### config.mk
export PLATFORM = sky130hd
export DESIGN_NAME = audio_dac_serializer
export DESIGN_NICKNAME = d
export VERILOG_FILES = /design/src/rtl/audio_pkg.sv /design/src/rtl/sample_fifo.sv /design/src/rtl/audio_dac_serializer.sv
export SDC_FILE = /design/constraint.sdc
export NUM_CORES = 1
export LEC_CHECK = 0
export BUFFER_PORTS_ARGS = -buffer_cell sky130_fd_sc_hd__buf_2
export CAP_MARGIN = 20
export CORE_ASPECT_RATIO = 1.5
export CORE_MARGIN = 2
export CORE_UTILIZATION = 53
export DETAILED_ROUTE_END_ITERATION = 10
export GPL_TIMING_DRIVEN = 0
export HOLD_SLACK_MARGIN = 0.02
export PLACE_DENSITY = 0.74
export SLEW_MARGIN = 15
export SYNTH_ARGS = -nofsm -noshare
export SYNTH_HDL_FRONTEND = slang
export SYNTH_SLANG_ARGS = --single-unit
### constraint.sdc
create_clock -name clk -period 2.3 [get_ports clk]
set_input_delay 0.345 -clock clk [delete_from_list [all_inputs] [get_ports clk]]
set_output_delay 0.345 -clock clk [all_outputs]
set_load 0.01 [all_outputs]
### src/rtl/audio_pkg.sv
// audio_pkg -- shared types and constants for the codec audio path.
// Rev 1.0
`default_nettype none

package audio_pkg;

   localparam int AUDIO_DATA_WIDTH = 24;

   typedef enum logic [1:0] {
      SYNC_WAIT = 2'd0,
      LEFT      = 2'd1,
      RIGHT     = 2'd2
   } dac_state_t;

   typedef struct packed {
      logic [AUDIO_DATA_WIDTH-1:0] left;
      logic [AUDIO_DATA_WIDTH-1:0] right;
   } stereo_sample_t;

endpackage

`default_nettype wire

### src/rtl/sample_fifo.sv
// sample_fifo -- synchronous show-ahead FIFO with push/pop, full/empty and occupancy count.
// Rev 1.0
`default_nettype none

module sample_fifo #(
   parameter int WIDTH = 48,
   parameter int DEPTH = 4
) (
   input  logic                     clk,
   input  logic                     reset,
   input  logic                     push,
   input  logic                     pop,
   input  logic [WIDTH-1:0]         wdata,
   output logic [WIDTH-1:0]         rdata,
   output logic                     full,
   output logic                     empty,
   output logic [$clog2(DEPTH):0]   count
);

   localparam int PTR_W = $clog2(DEPTH);

   logic [WIDTH-1:0] mem_q [DEPTH];
   logic [PTR_W-1:0] wr_ptr_q;
   logic [PTR_W-1:0] rd_ptr_q;
   logic [PTR_W:0]   count_q;
   logic             do_push;
   logic             do_pop;

   // Full gates the push regardless of a simultaneous pop.
   assign full    = (count_q == (PTR_W+1)'(DEPTH));
   assign empty   = (count_q == '0);
   assign do_push = push & ~full;
   assign do_pop  = pop & ~empty;
   assign rdata   = mem_q[rd_ptr_q];
   assign count   = count_q;

   always_ff @(posedge clk) begin
      if (do_push) begin
         mem_q[wr_ptr_q] <= wdata;
      end
   end

   always_ff @(posedge clk) begin
      if (reset) begin
         wr_ptr_q <= '0;
         rd_ptr_q <= '0;
         count_q  <= '0;
      end else begin
         if (do_push) begin
            wr_ptr_q <= wr_ptr_q + 1'b1;
         end
         if (do_pop) begin
            rd_ptr_q <= rd_ptr_q + 1'b1;
         end
         case ({do_push, do_pop})
            2'b10:   count_q <= count_q + 1'b1;
            2'b01:   count_q <= count_q - 1'b1;
            default: count_q <= count_q;
         endcase
      end
   end

endmodule

`default_nettype wire

### src/rtl/audio_dac_serializer.sv
// audio_dac_serializer -- buffers stereo pairs and shifts them out left-justified, MSB-first.
// Rev 1.0
`default_nettype none

module audio_dac_serializer
   import audio_pkg::*;
#(
   parameter int DATA_WIDTH = AUDIO_DATA_WIDTH,
   parameter int FIFO_DEPTH = 4
) (
   input  logic                  clk,
   input  logic                  reset,
   input  logic                  write,
   input  logic [DATA_WIDTH-1:0] writedata_left,
   input  logic [DATA_WIDTH-1:0] writedata_right,
   output logic                  write_ready,
   input  logic                  bclk,
   input  logic                  daclrck,
   output logic                  dacdat,
   output logic                  underflow
);

   localparam int IDX_W = $clog2(DATA_WIDTH);
   localparam int CNT_W = $clog2(FIFO_DEPTH) + 1;

   logic bclk_meta_q, bclk_sync_q, bclk_dly_q;
   logic lr_meta_q,   lr_sync_q,   lr_dly_q;
   logic bclk_fall, lr_rise, lr_fall;

   logic [2*DATA_WIDTH-1:0] fifo_rdata;
   logic [DATA_WIDTH-1:0]   fifo_left, fifo_right;
   logic                    fifo_full, fifo_empty, fifo_push, fifo_pop;
   logic [CNT_W-1:0]        fifo_count;

   dac_state_t            state_q, state_d;
   logic [DATA_WIDTH-1:0] shift_l_q, shift_l_d;
   logic [DATA_WIDTH-1:0] hold_r_q, hold_r_d;
   logic [IDX_W-1:0]      bit_idx_q, bit_idx_d;
   logic                  dacdat_q, dacdat_d;
   logic                  underflow_q, underflow_d;

   // Synchronisers are left unreset so a reset never fabricates an LRCK edge.
   always_ff @(posedge clk) begin
      bclk_meta_q <= bclk;
      bclk_sync_q <= bclk_meta_q;
      bclk_dly_q  <= bclk_sync_q;
      lr_meta_q   <= daclrck;
      lr_sync_q   <= lr_meta_q;
      lr_dly_q    <= lr_sync_q;
   end

   assign bclk_fall = ~bclk_sync_q & bclk_dly_q;
   assign lr_rise   =  lr_sync_q & ~lr_dly_q;
   assign lr_fall   = ~lr_sync_q &  lr_dly_q;

   assign fifo_push   = write & ~fifo_full;
   assign fifo_pop    = lr_rise & ~fifo_empty;
   assign fifo_left   = fifo_rdata[2*DATA_WIDTH-1:DATA_WIDTH];
   assign fifo_right  = fifo_rdata[DATA_WIDTH-1:0];
   assign write_ready = (fifo_count != CNT_W'(FIFO_DEPTH));

   sample_fifo #(
      .WIDTH (2*DATA_WIDTH),
      .DEPTH (FIFO_DEPTH)
   ) u_fifo (
      .clk   (clk),
      .reset (reset),
      .push  (fifo_push),
      .pop   (fifo_pop),
      .wdata ({writedata_left, writedata_right}),
      .rdata (fifo_rdata),
      .full  (fifo_full),
      .empty (fifo_empty),
      .count (fifo_count)
   );

   always_ff @(posedge clk) begin
      if (reset) begin
         state_q     <= SYNC_WAIT;
         shift_l_q   <= '0;
         hold_r_q    <= '0;
         bit_idx_q   <= '0;
         dacdat_q    <= 1'b0;
         underflow_q <= 1'b0;
      end else begin
         state_q     <= state_d;
         shift_l_q   <= shift_l_d;
         hold_r_q    <= hold_r_d;
         bit_idx_q   <= bit_idx_d;
         dacdat_q    <= dacdat_d;
         underflow_q <= underflow_d;
      end
   end

   // LR strobes take priority; a coincident BCLK fall is dropped.
   always_comb begin
      state_d     = state_q;
      shift_l_d   = shift_l_q;
      hold_r_d    = hold_r_q;
      bit_idx_d   = bit_idx_q;
      dacdat_d    = dacdat_q;
      underflow_d = 1'b0;

      if (lr_rise) begin
         state_d   = LEFT;
         bit_idx_d = IDX_W'(DATA_WIDTH-1);
         if (!fifo_empty) begin
            shift_l_d = fifo_left;
            hold_r_d  = fifo_right;
         end else begin
            shift_l_d   = '0;
            hold_r_d    = '0;
            underflow_d = 1'b1;
         end
         dacdat_d = shift_l_d[DATA_WIDTH-1];
      end else if (lr_fall && (state_q == LEFT)) begin
         state_d   = RIGHT;
         shift_l_d = hold_r_q;
         dacdat_d  = hold_r_q[DATA_WIDTH-1];
         bit_idx_d = IDX_W'(DATA_WIDTH-1);
      end else if (bclk_fall && (state_q != SYNC_WAIT)) begin
         if (bit_idx_q != '0) begin
            shift_l_d = shift_l_q << 1;
            dacdat_d  = shift_l_d[DATA_WIDTH-1];
            bit_idx_d = bit_idx_q - 1'b1;
         end else begin
            dacdat_d = 1'b0;
         end
      end else if (state_q == SYNC_WAIT) begin
         dacdat_d = 1'b0;
      end
   end

   assign dacdat    = dacdat_q;
   assign underflow = underflow_q;

endmodule

`default_nettype wire

# After elaboration in Yosys (flattened, before gate mapping)
# Memory sizes are Yosys's and may differ from the RTL's. A register that Yosys moved wholly into a read port is not among the register bits.
# Cells that the tools add are included.
[op_classes] addsub=5 n_eq_ne=5 muxes=23 n_bitwise=13 reduce_logical=16
[ops] op="23-bit 2-to-1 mux" n=4
[ops] op="24-bit 2-to-1 mux" n=2
[ops] op="5-bit 2-to-1 mux" n=4
[ops] op="1-bit 2-to-1 mux" n=10
[ops] op="1-bit bitwise AND" n=7
[ops] op="1-bit inverter" n=6
[ops] op="3-bit case mux with 2 select lines" n=1
[ops] op="2-bit nonzero test" n=3
[ops] op="3-bit nonzero test" n=2
[ops] op="5-bit nonzero test" n=1
[ops] op="5-bit by 1-bit subtractor with 5-bit output, second input constant" n=1
[ops] op="2-bit by 1-bit adder with 2-bit output, second input constant" n=2
[ops] op="2-bit by 1-bit == test with 1-bit output, second input constant" n=2
[ops] op="2-bit 2-to-1 mux" n=2
[ops] op="2-bit AND reduction" n=2
[ops] op="4-bit nonzero test" n=1
[ops] op="2-bit OR reduction" n=2
[ops] op="3-bit by 1-bit adder with 3-bit output, second input constant" n=1
[ops] op="3-bit == test, second input constant" n=1
[ops] op="3-bit zero test" n=1
[ops] op="3-bit inequality test, second input constant" n=1
[ops] op="3-bit OR reduction" n=1
[ops] op="3-bit by 1-bit subtractor with 3-bit output, second input constant" n=1
[ops] op="2-bit == test, second input constant" n=1
[ops] op="2 further kinds" n=3
[totals] regBits=69 ram_bits=192 out_inout_bits=3 memories=1
[memory_table] memory="u_fifo.mem_q" depth=4 word_bits=48 rd=1 rd_ports_with_merged_regs=1 wr=1 line="sample_fifo.sv:22" text="logic [WIDTH-1:0] mem_q [DEPTH];"

# Longest topological paths before layout
[depth] ltp_word=6 ltp_mapped=10

# Hierarchy
# From an unflattened synthesis, not the netlist that was laid out.
[hier_totals] hier_cells=606 area_unflattened_um2=9977.1
[modules_own_cells] module="sample_fifo" instances=1 cells_each=304 area_per_inst_um2=7388.3
[modules_own_cells] module="audio_dac_serializer" instances=1 cells_each=302 area_per_inst_um2=2588.7

# Worst setup path before layout
# Ideal clock, no wire load.
[synth_timing] path_kind="reg2reg" startpoint="register lr_sync_q" endpoint="register u_fifo.count_q[2], in the netlist u_fifo.count[2]" t_arrival_ns=2.416 required_time_ns=2.230 slack_ns=-0.187 path_stages_with_launch=11 n_path_buf=2 synth_period_minus_slack_ns=2.487 cell_sequence="dfxtp_1 -> nor2b_1 -> and2_1 -> buf_2 -> clkbuf_1 -> ha_1 -> inv_1 -> fa_1 -> xor2_1 -> or3_1 -> a21oi_1"
[synth_between] elab_chain_len=5 elab_cells_between_ends=7
[synth_rtl] item="from (decl)" line="audio_dac_serializer.sv:27" text="logic lr_meta_q, lr_sync_q, lr_dly_q;"
[synth_rtl] item="from (signal assigned)" line="audio_dac_serializer.sv:48" text="lr_sync_q <= lr_meta_q;"
[synth_rtl] item="1-bit bitwise AND (*)" line="audio_dac_serializer.sv:53" text="assign lr_rise = lr_sync_q & ~lr_dly_q;"
[synth_rtl] item="1-bit bitwise AND (*)" line="audio_dac_serializer.sv:57" text="assign fifo_pop = lr_rise & ~fifo_empty;"
[synth_rtl] item="1-bit bitwise AND (*)" line="sample_fifo.sv:33" text="assign do_pop = pop & ~empty;"
[synth_rtl] item="net u_fifo.do_pop" line="sample_fifo.sv:27" text="logic do_pop;"
[synth_rtl] item="2-bit by 1-bit == test with 1-bit output or 2-bit == test (tied branches)" line="sample_fifo.sv:55" text="case ({do_push, do_pop})"
[synth_rtl] item="3-bit case mux with 2 select lines or 2-bit nonzero test (tied branches)"
[synth_rtl] item="to (signal assigned)" line="sample_fifo.sv:56" text="2'b10: count_q <= count_q + 1'b1;"
[synth_rtl] item="to (signal assigned)" line="sample_fifo.sv:57" text="2'b01: count_q <= count_q - 1'b1;"
[synth_rtl] item="to (signal assigned)" line="sample_fifo.sv:58" text="default: count_q <= count_q;"
[synth_rtl] item="to (decl)" line="sample_fifo.sv:25" text="logic [PTR_W:0] count_q;"
# The timed path passes the listed nets; every way through them passes the cells marked *.
# A chain may end at the register's enable or synchronous reset.

# Worst setup path in the final report
[layout_timing] startpoint="register u_fifo.count_q[0], in the netlist u_fifo.count[0]" endpoint="register u_fifo.count_q[2], in the netlist u_fifo.count[2]"
[layout_between] elab_chain_len=6 elab_cells_between_ends=14
[layout_rtl] item="3-bit == test or 3-bit zero test (tied branches)" line="sample_fifo.sv:30, sample_fifo.sv:31"
[layout_rtl] item="1-bit inverter (on tied branches)"
[layout_rtl] item="1-bit bitwise AND (on tied branches)" line="audio_dac_serializer.sv:56, audio_dac_serializer.sv:57"
[layout_rtl] item="1-bit bitwise AND (on tied branches)" line="sample_fifo.sv:32, sample_fifo.sv:33"
[layout_rtl] item="2-bit by 1-bit == test with 1-bit output or 2-bit == test (tied branches)" line="sample_fifo.sv:55"
[layout_rtl] item="3-bit case mux with 2 select lines or 2-bit nonzero test (tied branches)"
# Several ways; a longest one is shown, not always the timed one.

==> key figures <==
Run status
  • Outcome: completed

Min path
  • Min-Delay Path Class: input pin to flop

Timing
  • Final number of hold-violating endpoints: 0
  • RSZ-0062 raised after global routing: true
  • Total negative slack: 0 ns
  • Setup WS post-layout: 0.0286 ns
  • Skew final: 0.0204 ns
  • Worst slew pin tran: 0.819 ns
  • Min Clock Period, post-route: 2.27 ns
  • Fin crit share: a little over nine tenths
  • Slew headroom: 45.4%
  • Final setup fails: 0
  • Fmax: 440 MHz
  • Final Max Tran Viols: 0

Synth
  • Synthesized netlist net count: 628
  • Post-Synthesis Cells: 568
  • #FFs+latches synth: approximately 260
  • Avg Inst Size Synth: around 18 um2
  • Sequential element share of the synthesized area: between 70% and 80%
  • Post-synth top flop: edfxtp_1
  • Synth async-reset ratio: 0%
  • Post-synth cell types: 44
  • Number of synthesized flops with an enable pin: 192
  • Mapped Area: between 0.009 and 0.01 mm2
  • Synth warnings: 0

Route
  • Via count: 5383
  • DRT iter0 DRCs: between 300 and 400
  • Drt drc: 0
  • DR pass1 iterations: 7
  • Vias/cell: 5.84
  • WL per Instance: 21.1 um
  • Post-DRT Antenna Nets: 0
  • WL final: 19.4 mm

Die
  • Core Area: 0.0185 mm2
  • Site row count: 61
  • DIE WIDTH: 116 um
  • Die area: 0.0199 mm2
  • Starting Density: 53.9%
  • Chip Height: 172 um
  • # IOs: 56

Layout
  • Proportion of layout cells with a drive suffix above 1: 29.4%
  • Register area: between 0.007 and 0.008 mm2
  • # diodes: 0
  • Footprint of the multi-input gates: 0.00263 mm2
  • Most frequent cells in the layout: 192 x edfxtp_1, 68 x dfxtp_1, 64 x buf_2
  • Final-layout fill cell count: 1362
  • Nets: 714
  • Area growth from synthesis to layout: 14.7%
  • Commonest non-fill, non-tap cell in the layout: edfxtp_1

Placed design
  • Hpwl dp: roughly 13 mm
  • Place WS: -0.326 ns
  • Routability cong.: 0.883
  • Port Buf Inserts: 54

CTS
  • Clk root buf: clkbuf_16
  • Inserted Clock Buffers: 24
  • TritonCTS Sinks: between 200 and 300
  • Max H-tree Level: 1
  • Clk Latency, worst-skew pair: 0.51 ns
  • CTS tree: yes
  • Reg clk slew, reported paths: 0.06 ns
  • CTS Buffer Depth: 3

Power
  • Pleak: 3.81 nW
  • Peak supply drop: approximately 0.64 mV
  • P per Cell Area: 925 mW/mm2

GRT
  • Pin count of the biggest net entering global routing: 49
  • Initial antenna violation count: 0
  • Overall routing resource usage: 20.2%
  • First-pass GRT wire length: 30.6 mm
  • Vias in the first global route: 5772
  • Total gr overflow: 0

Worst setup path
  • Worst setup SP type: flop
  • Worst EP arrival: 2.69 ns
  • Setup Crit Path Kind: flop to flop
  • Crit path max fanout: 5
  • Worst Setup End Kind: flop
  • Worst EP required: 2.72 ns
  • Reg2Reg Setup Slack: 0.03 ns

Job
  • Max Cap Viol: 0
## cells in the mapped netlist, drive strengths merged, types with 2 or more instances
cell | n | area share, %
or3 | 6 | 0.43
a22oi | 46 | 3.5
nand3 | 2 | 0.10
clkbuf | 21 | 0.79
a211oi | 23 | 1.7
mux2 | 23 | 2.6
nor2 | 58 | 2.2
nand2 | 3 | 0.11
inv | 9 | 0.34
and3 | 4 | 0.25
xor2 | 3 | 0.26
edfxtp | 192 | 58
a32oi | 2 | 0.18
dfxtp | 71 | 14
and2 | 2 | 0.13
nand2b | 3 | 0.26
nor3 | 3 | 0.15
mux4 | 48 | 11
a21oi | 8 | 0.40
xnor2 | 4 | 0.35
o21ai | 2 | 0.10
ha | 6 | 0.75
buf | 16 | 0.87
## power breakdown
| part | leakage, nW | total [W] | switching [W] | internal (W) |
|---|---|---|---|---|
| Combinational | 1.11 | 0.00119 | 0.000658 | 0.000532 |
| Clock | 0.360 | 0.00381 | 0.00161 | 0.00221 |
| Sequential | 2.35 | 0.00557 | 0.000133 | 0.00544 |
## timing repair
action                                  CTS  global route
gates resized for setup                   9            11
hold endpoints to repair                  2             0
setup buffers                             1             4
endpoints found under the setup margin    8            13
pin swaps                                 2             4
hold buffers                              2             0
## per-stage QoR
stage          instances  hold WS (ns)  total power (W)  util (%)  area, um2
6_report             922        0.0467           0.0106      61.9      11400
3_3_place_gp         874         0.320          0.00676      57.1      10600
3_5_place_dp         874         0.321          0.00682      57.2      10600
2_1_floorplan        568         0.310          0.00643         -       9970
5_1_grt              922        0.0370           0.0110      61.9      11400
4_1_cts              918        0.0357           0.0106      61.6      11400
## per-layer routing
| metal | share of wire [%] | GRT usage [%] |
|---|---|---|
| met5 | 0 | 0 |
| met4 | 4.7 | 9.68 |
| met3 | 3.8 | 2.59 |
| met2 | 54 | 36.8 |
| met1 | 38 | 23.5 |
## final timing paths
| path | depth (start not counted) | from | endpoint |
|---|---|---|---|
| setup reg to reg | 9 | u_fifo.count[0]$_SDFFE_PP0P_ | u_fifo.count[2]$_SDFFE_PP0P_ |
| setup / recovery | 9 | u_fifo.count[0]$_SDFFE_PP0P_ | u_fifo.count[2]$_SDFFE_PP0P_ |
| hold / removal | 1 | writedata_left[5] | u_fifo.mem_q[1][29]$_DFFE_PP_ |
| hold reg to reg | 0 | bclk_meta_q$_DFF_P_ | bclk_sync_q$_DFF_P_ |
## cell type report
type	instances	share of cell area (%)
multi-input cells	259	23.0
plain buffers	36	1.49
clock buffers	31	5.67
flip-flops and latches	263	62.9
inverters	9	0.317
clock inverters	11	0.930
repair buffers	61	2.87
well taps	252	2.76
## cell families (layout without fill, tap and decap cells)
| group | Yosys count | after routing | synth area share [%] |
|---|---|---|---|
| AO/OA/AOI/OAI | 86 | 86 | 6.53 |
| XOR/XNOR | 7 | 7 | 0.615 |
| adder cells (fa/ha/maj) | 7 | 7 | 0.954 |
| buffers and inverters | 46 | 148 | 2.00 |
| flip-flops | 263 | 263 | 72.1 |
| multiplexers | 71 | 71 | 13.4 |
| AND/OR/NAND/NOR | 88 | 88 | 4.32 |
## registers in the layout, summed over array words and instances (netlist names), 2 cells and up, named ones only
name	flops
u_fifo.wr_ptr_q	2
u_fifo.rd_ptr_q	2
u_fifo.count	3
bit_idx_q	5
shift_l_q	23
state_q	2
hold_r_q	24
u_fifo.mem_q	192
## critical path: stages, from the launching register on
cell and delay, ns:
dfxtp_4 0.36, or3b_4 0.42, and2_4 0.17, inv_4 0.06, ha_4 0.12, inv_1 0.05, fa_2 0.33, xor2_1 0.15
or3_1 0.37, a21oi_2 0.15
No activity file was read; power rests on OpenSTA's default activity.
